[config.mk]
export PLATFORM = sky130hd
export DESIGN_NAME = pipeline_ctrl_flat
export DESIGN_NICKNAME = d
export VERILOG_FILES = /design/src/rtl/pipeline_ctrl_pkg.sv /design/src/rtl/pipeline_ctrl_if.sv /design/src/rtl/pipeline_ctrl_hazard_fwd.sv /design/src/rtl/pipeline_ctrl.sv /design/src/flat_wrapper.sv
export SDC_FILE = /design/constraint.sdc
export NUM_CORES = 1
export LEC_CHECK = 0
export ABC_AREA = 0
export CORE_UTILIZATION = 38
export CTS_BUF_LIST = sky130_fd_sc_hd__clkbuf_4 sky130_fd_sc_hd__clkbuf_8
export CTS_CLUSTER_SIZE = 24
export DETAILED_ROUTE_END_ITERATION = 12
export GPL_ROUTABILITY_DRIVEN = 0
export GPL_TIMING_DRIVEN = 0
export PLACE_DENSITY = 0.77
export SLEW_MARGIN = 25
export SYNTH_ARGS = -nofsm -noshare
export SYNTH_HDL_FRONTEND = slang
export SYNTH_SLANG_ARGS = --single-unit
[constraint.sdc]
create_clock -name clk -period 2.3 [get_ports clk]
set_input_delay 0.46 -clock clk [delete_from_list [all_inputs] [get_ports clk]]
set_output_delay 0.46 -clock clk [all_outputs]
set_load 0.01 [all_outputs]
[src/rtl/pipeline_ctrl_pkg.sv]
// Shared types and constants for the diag-v2 pipeline hazard/sequencing controller.
// Holds the controller state encoding, the forwarding-select encoding and a small
// helper that detects a read-after-write match against a writing stage.
package pipeline_ctrl_pkg;

  localparam int FWD_BUS_BITS = 2;

  typedef logic [FWD_BUS_BITS-1:0] fwd_sel_t;

  localparam fwd_sel_t FWD_REG = 2'b00;  // operand from register file
  localparam fwd_sel_t FWD_WB  = 2'b01;  // operand from WB result
  localparam fwd_sel_t FWD_MEM = 2'b10;  // operand from MEM-stage ALU result

  typedef enum logic [1:0] {
    CTRL_RUN        = 2'd0,
    CTRL_MEM_WAIT   = 2'd1,
    CTRL_ECALL_WAIT = 2'd2,
    CTRL_HALT       = 2'd3
  } ctrl_state_e;

  // True when a stage writing rd (x0 excluded) produces the register rs reads.
  function automatic logic raw_match(input logic we, input logic [4:0] rd, input logic [4:0] rs);
    return we & (rd != 5'd0) & (rd == rs);
  endfunction

endpackage

[src/rtl/pipeline_ctrl_if.sv]
// Datapath <-> controller bundle: stage-tagged register fields, memory/ecall
// handshakes and the stall/flush/forward controls. The datapath is the master,
// the controller the slave.
interface pipeline_ctrl_if;
  logic [4:0] rs1_D, rs2_D, rs1_E, rs2_E;
  logic [4:0] rd_E, rd_M, rd_W;
  logic       regWrite_E, regWrite_M, regWrite_W;
  logic       memRead_E, pcSrc_E, ecall_W;
  logic       dmemReq_M, dmemReady, ecallDone;
  logic       stallF, stallD, stallE, stallM;
  logic       flushD, flushE, flushW;
  logic [1:0] forwardA_E, forwardB_E;
  logic       memError, halted;

  modport master (
    output rs1_D, rs2_D, rs1_E, rs2_E, rd_E, rd_M, rd_W,
    output regWrite_E, regWrite_M, regWrite_W, memRead_E, pcSrc_E, ecall_W,
    output dmemReq_M, dmemReady, ecallDone,
    input  stallF, stallD, stallE, stallM, flushD, flushE, flushW,
    input  forwardA_E, forwardB_E, memError, halted
  );

  modport slave (
    input  rs1_D, rs2_D, rs1_E, rs2_E, rd_E, rd_M, rd_W,
    input  regWrite_E, regWrite_M, regWrite_W, memRead_E, pcSrc_E, ecall_W,
    input  dmemReq_M, dmemReady, ecallDone,
    output stallF, stallD, stallE, stallM, flushD, flushE, flushW,
    output forwardA_E, forwardB_E, memError, halted
  );
endinterface

[src/rtl/pipeline_ctrl_hazard_fwd.sv]
// hazard_fwd_unit: purely combinational EX-operand forwarding select for one
// operand. The MEM-stage producer is younger than the WB one, so it wins.
module hazard_fwd_unit
  import pipeline_ctrl_pkg::*;
(
  input  logic [4:0] rs_e,
  input  logic [4:0] rd_m,
  input  logic [4:0] rd_w,
  input  logic       reg_write_m,
  input  logic       reg_write_w,
  output fwd_sel_t   fwd_sel
);

  // Pick the youngest in-flight producer of rs_e, else the register file.
  always_comb begin
    fwd_sel = FWD_REG;
    if (raw_match(reg_write_m, rd_m, rs_e)) begin
      fwd_sel = FWD_MEM;
    end else if (raw_match(reg_write_w, rd_w, rs_e)) begin
      fwd_sel = FWD_WB;
    end else begin
      fwd_sel = FWD_REG;
    end
  end

endmodule

[src/rtl/pipeline_ctrl.sv]
// pipeline_ctrl: hazard and sequencing controller for the diag-v2 5-stage pipeline.
// Produces zero-latency stall/flush/forward controls and runs a small FSM that
// freezes the pipeline during multi-cycle data-memory accesses and ecalls.
// Build option: define HAZARD_FORWARD_EN to enable EX forwarding; when undefined
// forwards are tied to register-file and every decode RAW hazard stalls instead.
module pipeline_ctrl
  import pipeline_ctrl_pkg::*;
#(
  parameter int unsigned MEM_TIMEOUT = 255  // 1..255 cycles in MEM_WAIT before bus error
) (
  input logic           clk,
  input logic           reset,
  pipeline_ctrl_if.slave bus
);

`ifdef HAZARD_FORWARD_EN
  localparam logic fwd_en = 1'b1;
`else
  localparam logic fwd_en = 1'b0;
`endif

  localparam logic [7:0] timeout_lim = 8'(MEM_TIMEOUT);

  ctrl_state_e state;
  logic [7:0]  wait_cnt;
  logic [7:0]  wait_inc;
  logic        ecall_pend;
  logic        mem_error;
  logic        halted;

  logic        mem_stall_run;
  logic        freeze;
  logic        decode_hazard;
  fwd_sel_t    fwd_a_raw, fwd_b_raw;

  logic        stall_f, stall_d, stall_e, stall_m;
  logic        flush_d, flush_e, flush_w;
  fwd_sel_t    fwd_a, fwd_b;

  hazard_fwd_unit u_fwd_a (
    .rs_e(bus.rs1_E), .rd_m(bus.rd_M), .rd_w(bus.rd_W),
    .reg_write_m(bus.regWrite_M), .reg_write_w(bus.regWrite_W), .fwd_sel(fwd_a_raw)
  );

  hazard_fwd_unit u_fwd_b (
    .rs_e(bus.rs2_E), .rd_m(bus.rd_M), .rd_w(bus.rd_W),
    .reg_write_m(bus.regWrite_M), .reg_write_w(bus.regWrite_W), .fwd_sel(fwd_b_raw)
  );

  // Freeze condition and decode hazard detection from current state and inputs.
  always_comb begin
    mem_stall_run = (state == CTRL_RUN) & bus.dmemReq_M & ~bus.dmemReady;
    freeze = mem_stall_run
           | ((state == CTRL_MEM_WAIT) & ~bus.dmemReady)
           | (state == CTRL_ECALL_WAIT)
           | (state == CTRL_HALT)
           | ((state == CTRL_RUN) & ecall_pend);
    // Without forwarding any in-flight producer of a decode source must be waited out.
    decode_hazard = (bus.memRead_E & (raw_match(bus.regWrite_E, bus.rd_E, bus.rs1_D)
                                    | raw_match(bus.regWrite_E, bus.rd_E, bus.rs2_D)))
                  | (~fwd_en & (raw_match(bus.regWrite_E, bus.rd_E, bus.rs1_D)
                              | raw_match(bus.regWrite_E, bus.rd_E, bus.rs2_D)
                              | raw_match(bus.regWrite_M, bus.rd_M, bus.rs1_D)
                              | raw_match(bus.regWrite_M, bus.rd_M, bus.rs2_D)));
  end

  // Stall/flush/forward controls; a freeze overrides all hazard-derived controls.
  always_comb begin
    stall_f = 1'b0;
    stall_d = 1'b0;
    stall_e = 1'b0;
    stall_m = 1'b0;
    flush_d = 1'b0;
    flush_e = 1'b0;
    flush_w = 1'b0;
    fwd_a   = FWD_REG;
    fwd_b   = FWD_REG;
    if (freeze) begin
      stall_f = 1'b1;
      stall_d = 1'b1;
      stall_e = 1'b1;
      stall_m = 1'b1;
      flush_w = 1'b1;
    end else begin
      fwd_a = fwd_en ? fwd_a_raw : FWD_REG;
      fwd_b = fwd_en ? fwd_b_raw : FWD_REG;
      if (bus.pcSrc_E) begin
        // Redirect squashes both younger instructions; holding decode would be wrong.
        flush_d = 1'b1;
        flush_e = 1'b1;
      end else if (decode_hazard) begin
        stall_f = 1'b1;
        stall_d = 1'b1;
        flush_e = 1'b1;
      end else begin
        flush_e = 1'b0;
      end
    end
  end

  // Saturating wait-counter increment; never wraps past the timeout limit.
  always_comb begin
    if (wait_cnt == timeout_lim) begin
      wait_inc = wait_cnt;
    end else begin
      wait_inc = wait_cnt + 8'd1;
    end
  end

  // Sequencing FSM with registered memError/halted flags.
  always_ff @(posedge clk or posedge reset) begin
    if (reset) begin
      state      <= CTRL_RUN;
      wait_cnt   <= 8'd0;
      ecall_pend <= 1'b0;
      mem_error  <= 1'b0;
      halted     <= 1'b0;
    end else begin
      case (state)
        CTRL_RUN: begin
          wait_cnt <= 8'd0;
          if (mem_stall_run) begin
            state <= CTRL_MEM_WAIT;
            if (bus.ecall_W) ecall_pend <= 1'b1;
          end else if (bus.ecall_W | ecall_pend) begin
            state      <= CTRL_ECALL_WAIT;
            ecall_pend <= 1'b0;
          end
        end
        CTRL_MEM_WAIT: begin
          if (bus.ecall_W) ecall_pend <= 1'b1;
          if (bus.dmemReady) begin
            state    <= CTRL_RUN;
            wait_cnt <= 8'd0;
          end else if (wait_inc == timeout_lim) begin
            state     <= CTRL_HALT;
            wait_cnt  <= wait_inc;
            mem_error <= 1'b1;
            halted    <= 1'b1;
          end else begin
            wait_cnt <= wait_inc;
          end
        end
        CTRL_ECALL_WAIT: begin
          wait_cnt <= 8'd0;
          if (bus.ecallDone) state <= CTRL_RUN;
        end
        CTRL_HALT: begin
          wait_cnt <= 8'd0;
          halted   <= 1'b1;
        end
        default: begin
          state    <= CTRL_RUN;
          wait_cnt <= 8'd0;
        end
      endcase
    end
  end

  assign bus.stallF     = stall_f;
  assign bus.stallD     = stall_d;
  assign bus.stallE     = stall_e;
  assign bus.stallM     = stall_m;
  assign bus.flushD     = flush_d;
  assign bus.flushE     = flush_e;
  assign bus.flushW     = flush_w;
  assign bus.forwardA_E = fwd_a;
  assign bus.forwardB_E = fwd_b;
  assign bus.memError   = mem_error;
  assign bus.halted     = halted;

endmodule

[src/flat_wrapper.sv]
// flat-port wrapper written by rule: the top's interface ports become plain ports
module pipeline_ctrl_flat import pipeline_ctrl_pkg::*;
#(
  parameter int unsigned MEM_TIMEOUT = 255                                               
)
  (clk, reset, bus_rs1_D, bus_rs2_D, bus_rs1_E, bus_rs2_E, bus_rd_E, bus_rd_M, bus_rd_W, bus_regWrite_E, bus_regWrite_M, bus_regWrite_W, bus_memRead_E, bus_pcSrc_E, bus_ecall_W, bus_dmemReq_M, bus_dmemReady, bus_ecallDone, bus_stallF, bus_stallD, bus_stallE, bus_stallM, bus_flushD, bus_flushE, bus_flushW, bus_forwardA_E, bus_forwardB_E, bus_memError, bus_halted);
  pipeline_ctrl_if bus_i ();
  input logic clk;
  input logic reset;
  input wire logic [$bits(bus_i.rs1_D)-1:0] bus_rs1_D;
  input wire logic [$bits(bus_i.rs2_D)-1:0] bus_rs2_D;
  input wire logic [$bits(bus_i.rs1_E)-1:0] bus_rs1_E;
  input wire logic [$bits(bus_i.rs2_E)-1:0] bus_rs2_E;
  input wire logic [$bits(bus_i.rd_E)-1:0] bus_rd_E;
  input wire logic [$bits(bus_i.rd_M)-1:0] bus_rd_M;
  input wire logic [$bits(bus_i.rd_W)-1:0] bus_rd_W;
  input wire logic [$bits(bus_i.regWrite_E)-1:0] bus_regWrite_E;
  input wire logic [$bits(bus_i.regWrite_M)-1:0] bus_regWrite_M;
  input wire logic [$bits(bus_i.regWrite_W)-1:0] bus_regWrite_W;
  input wire logic [$bits(bus_i.memRead_E)-1:0] bus_memRead_E;
  input wire logic [$bits(bus_i.pcSrc_E)-1:0] bus_pcSrc_E;
  input wire logic [$bits(bus_i.ecall_W)-1:0] bus_ecall_W;
  input wire logic [$bits(bus_i.dmemReq_M)-1:0] bus_dmemReq_M;
  input wire logic [$bits(bus_i.dmemReady)-1:0] bus_dmemReady;
  input wire logic [$bits(bus_i.ecallDone)-1:0] bus_ecallDone;
  output wire logic [$bits(bus_i.stallF)-1:0] bus_stallF;
  output wire logic [$bits(bus_i.stallD)-1:0] bus_stallD;
  output wire logic [$bits(bus_i.stallE)-1:0] bus_stallE;
  output wire logic [$bits(bus_i.stallM)-1:0] bus_stallM;
  output wire logic [$bits(bus_i.flushD)-1:0] bus_flushD;
  output wire logic [$bits(bus_i.flushE)-1:0] bus_flushE;
  output wire logic [$bits(bus_i.flushW)-1:0] bus_flushW;
  output wire logic [$bits(bus_i.forwardA_E)-1:0] bus_forwardA_E;
  output wire logic [$bits(bus_i.forwardB_E)-1:0] bus_forwardB_E;
  output wire logic [$bits(bus_i.memError)-1:0] bus_memError;
  output wire logic [$bits(bus_i.halted)-1:0] bus_halted;
  assign bus_i.rs1_D = bus_rs1_D;
  assign bus_i.rs2_D = bus_rs2_D;
  assign bus_i.rs1_E = bus_rs1_E;
  assign bus_i.rs2_E = bus_rs2_E;
  assign bus_i.rd_E = bus_rd_E;
  assign bus_i.rd_M = bus_rd_M;
  assign bus_i.rd_W = bus_rd_W;
  assign bus_i.regWrite_E = bus_regWrite_E;
  assign bus_i.regWrite_M = bus_regWrite_M;
  assign bus_i.regWrite_W = bus_regWrite_W;
  assign bus_i.memRead_E = bus_memRead_E;
  assign bus_i.pcSrc_E = bus_pcSrc_E;
  assign bus_i.ecall_W = bus_ecall_W;
  assign bus_i.dmemReq_M = bus_dmemReq_M;
  assign bus_i.dmemReady = bus_dmemReady;
  assign bus_i.ecallDone = bus_ecallDone;
  assign bus_stallF = bus_i.stallF;
  assign bus_stallD = bus_i.stallD;
  assign bus_stallE = bus_i.stallE;
  assign bus_stallM = bus_i.stallM;
  assign bus_flushD = bus_i.flushD;
  assign bus_flushE = bus_i.flushE;
  assign bus_flushW = bus_i.flushW;
  assign bus_forwardA_E = bus_i.forwardA_E;
  assign bus_forwardB_E = bus_i.forwardB_E;
  assign bus_memError = bus_i.memError;
  assign bus_halted = bus_i.halted;
  pipeline_ctrl #(.MEM_TIMEOUT(MEM_TIMEOUT)) u_core (.clk(clk), .reset(reset), .bus(bus_i));
endmodule
==> results.py <==
metrics = {
    "final_layout": {
        "area_growth_pct": 53.3,
        "nets": 248,
        "diodes": 0,
        "drive_gt1_share_pct": 31.8,
        "fillers": 240,
        "fin_cells": 239,
    },
    "floorplanning": {
        "pin_count": 59,
        "coreArea_sq_um": 3030,
        "chipHeight_microns": 58.1,
        "die_w_microns": 58.1,
        "core.rowCount": 20,
        "initial_core_util_pct": 39.5,
        "die_area_sq_um": 3380,
    },
    "global_routing": {
        "grtUsageTotal_pct": 20.9,
        "grt_pass1_vias": 1213,
        "use_met2_pct": 34.6,
        "use_met1_pct": 24.9,
        "grt_max_degree": 14,
        "busiest_layer": "met2",
        "overflow": 0,
        "antenna_found_initial": 0,
        "grt_use_met3_pct": 4.46,
        "grt_first_pass_wirelength_microns": 5390,
    },
    "route": {
        "drt_iter0_drc": 52,
        "wl_per_cell_microns": 14.4,
        "via_count": 1231,
        "drt-vias-per-instance": 5.15,
        "drt-total-wl_microns": 3450,
        "dr.pass1.iters": 4,
        "antenna_left": 0,
        "drc_errors": 0,
    },
    "yosys": {
        "synth_area_leaders": "dfrtp_1 27%, xor2_1 9.5%, xnor2_1 7.3%",
        "synth_commonest_cells": "13 x dfrtp_1, 13 x xor2_1, 11 x nor2_1",
        "ys_ff_latch": 13,
        "synth_area_leader_cell": "dfrtp_1",
        "synthArstFlopShare_pct": 100,
        "syn_inst": 139,
        "yosysWarnings": 0,
        "ys.flop_type": "dfrtp_1",
        "syn_area_sq_um": 1200,
        "syn_avg_cell_area_sq_um": 8.61,
        "yosysSeqAreaShare_pct": 27.2,
        "ys_types": 42,
        "synth_top_area_share_pct": 27.2,
        "synth_enable_flop_cells": 0,
    },
    "worst_setup_path": {
        "startpoint": "u_core.wait_cnt[1]",
        "crit_type": "reg2reg",
        "cp_max_fo": 2,
        "r2r_start": "u_core.wait_cnt[1]",
        "worstPathRequired_ns": 2.48,
        "cp-start-kind": "register",
        "r2r_setup_slack_ns": -0.05,
        "arrival_ns": 2.53,
        "reg2reg_to": "u_core.state[1]",
        "worstRegToRegCells": 7,
        "critPathCaptureType": "register",
        "crit_end": "u_core.state[1]",
    },
    "power": {
        "p_leak_nw": 0.813,
        "power.switching_mw": 0.455,
        "p_sw_share_pct": 37.1,
        "internal_power_mw": 0.772,
        "p_per_area_nw_per_um2": 668,
        "peakVddDrop_mv": 0.284,
        "seqPwrFrac_pct": 24.4,
        "p_comb_share_pct": 62.0,
        "clkPwrFrac_pct": 13.6,
    },
    "job": {
        "drv_cap": 0,
    },
    "clock_tree": {
        "h-tree-depth": 1,
        "clkSinkCount": 13,
        "numCtsBuffers": 3,
        "clk_pin_slew_ns": 0.09,
        "tritoncts": "built",
        "clk_latency_ns": 0.29,
        "cts.path.max_buffers": 2,
        "cts-root-buf": "clkbuf_4",
    },
    "placement": {
        "dp.cells": 223,
        "dpl.hpwl_microns": 2330,
        "numPortBuffers": 37,
    },
    "sta": {
        "slew_violations": 0,
        "period_needed_ns": 2.35,
        "setup_viol": 3,
        "min_period_over_period_pct": 102,
        "worst_pin_slew_ns": 0.566,
        "rsz0062_at_grt": "true",
        "finalHoldViolations": 0,
        "relSlewSlack_pct": 61.8,
        "setup_tns_ns": -0.125,
        "finalClockSkew_ns": 0.00424,
        "finalWorstSetupSlack_ns": -0.0508,
        "fmax_ghz": 0.425,
    },
    "hold_path": {
        "hp-class": "reg2reg",
    },
    "status": {
        "failed_checks": "setup timing",
        "run_status": "finished, violations left",
    },
}
==> flip-flops by register name (all words and copies together) (netlist names) <==
name and count:
u_core.state 2, u_core.ecall_pend 1, u_core.wait_cnt 8, u_core.bus.memError 1, u_core.bus.halted 1
==> timing repair <==
action	4_1_cts	5_1_grt
endpoints found under the setup margin	9	6
buffers inserted	10	3
hold buffers	0	0
cloned	0	0
resized for setup	61	25
pin swaps	11	7
endpoints found under the hold margin	0	0
==> layer usage <==
metal | vias up | part of all wire [%] | routed length (microns)
li1 | 591 | - | -
met1 | 558 | 41 | 1400
met2 | 67 | 47 | 1640
met3 | 15 | 8.0 | 276
met4 | 0 | 3.9 | 136
met5 | - | 0 | 0
==> logic make-up (layout without fill, tap and decap cells) <==
kind of cell / Yosys count / after routing / share of synthesized area (%)
AO/OA/AOI/OAI: 28 / 28 / 15.8
XOR/XNOR: 23 / 23 / 16.8
multiplexers: 5 / 5 / 4.39
AND/OR/NAND/NOR: 47 / 47 / 21.4
adder cells (fa/ha/maj): 6 / 6 / 6.27
flip-flops: 13 / 13 / 27.2
other: 1 / 4 / 0.313
buffers and inverters: 16 / 69 / 7.84
==> worst max-delay path: stages, from the launching register on <==
cell and delay [ns]:
dfrtp_1 0.43, buf_6 0.12, nand2_2 0.04, or4b_1 0.51, a211o_1 0.28, a211o_1 0.32, a21oi_4 0.21, mux2_4 0.33
==> stage by stage <==
step / hold WS [ns] / cell area, sq um / total power [mW] / utilization [%] / worst slack [ns]
2_1_floorplan: 0.337 / 1210 / 0.627 / - / 0.00169
3_3_place_gp: 0.447 / 1640 / 0.875 / 54.0 / -0.709
3_5_place_dp: 0.457 / 1640 / 0.898 / 54.0 / -0.727
4_1_cts: 0.477 / 1780 / 1.12 / 58.8 / -0.0792
5_1_grt: 0.491 / 1840 / 1.31 / 60.6 / -0.111
6_report: 0.469 / 1840 / 1.23 / 60.6 / -0.0508
==> worst min path at each step <==
stage          cells past startpoint           startpoint                   to  slack (ns)
2_1_floorplan                      1                reset    u_core.bus.halted        0.34
3_3_place_gp                       1  u_core.bus.memError  u_core.bus.memError        0.45
3_5_place_dp                       1    u_core.bus.halted    u_core.bus.halted        0.46
4_1_cts                            1    u_core.bus.halted    u_core.bus.halted        0.48
5_1_grt                            1  u_core.bus.memError  u_core.bus.memError        0.49
6_report                           1    u_core.bus.halted    u_core.bus.halted        0.47
==> power groups by stage <==
stage | sequential (mW) | combinational [mW] | clock (mW)
after floorplan | 0.290 | 0.338 | 0
after global placement | 0.288 | 0.587 | 0
after detailed placement | 0.290 | 0.608 | 0
after CTS | 0.287 | 0.665 | 0.167
after global routing | 0.302 | 0.825 | 0.179
final | 0.300 | 0.761 | 0.166
==> cells in the final DEF, fill, tap and decap left out, drive strengths merged, types with 3 or more instances in the layout <==
cell / instances
o21ai: 7
inv: 7
nand3: 7
mux2i: 3
nor3: 4
ha: 6
buf: 26
dfrtp: 13
clkdlybuf4s50: 10
xor2: 13
conb: 4
a211o: 3
and3: 4
dlygate4sd2: 15
clkbuf: 10
nand2: 6
a21oi: 6
xnor2: 10
nand2b: 4
nor2: 11
==> layout make-up <==
| class | instances | area [sq um] | share of cell area [%] |
|---|---|---|---|
| inverters | 7 | 26.3 | 1.43 |
| well taps | 44 | 55.1 | 3.00 |
| flip-flops and latches | 13 | 328 | 17.9 |
| multi-input cells | 113 | 926 | 50.4 |
| clock buffers | 4 | 30.0 | 1.64 |
| repair buffers | 50 | 414 | 22.6 |
| plain buffers | 8 | 56.3 | 3.07 |
No activity file was read; power rests on OpenSTA's default activity.
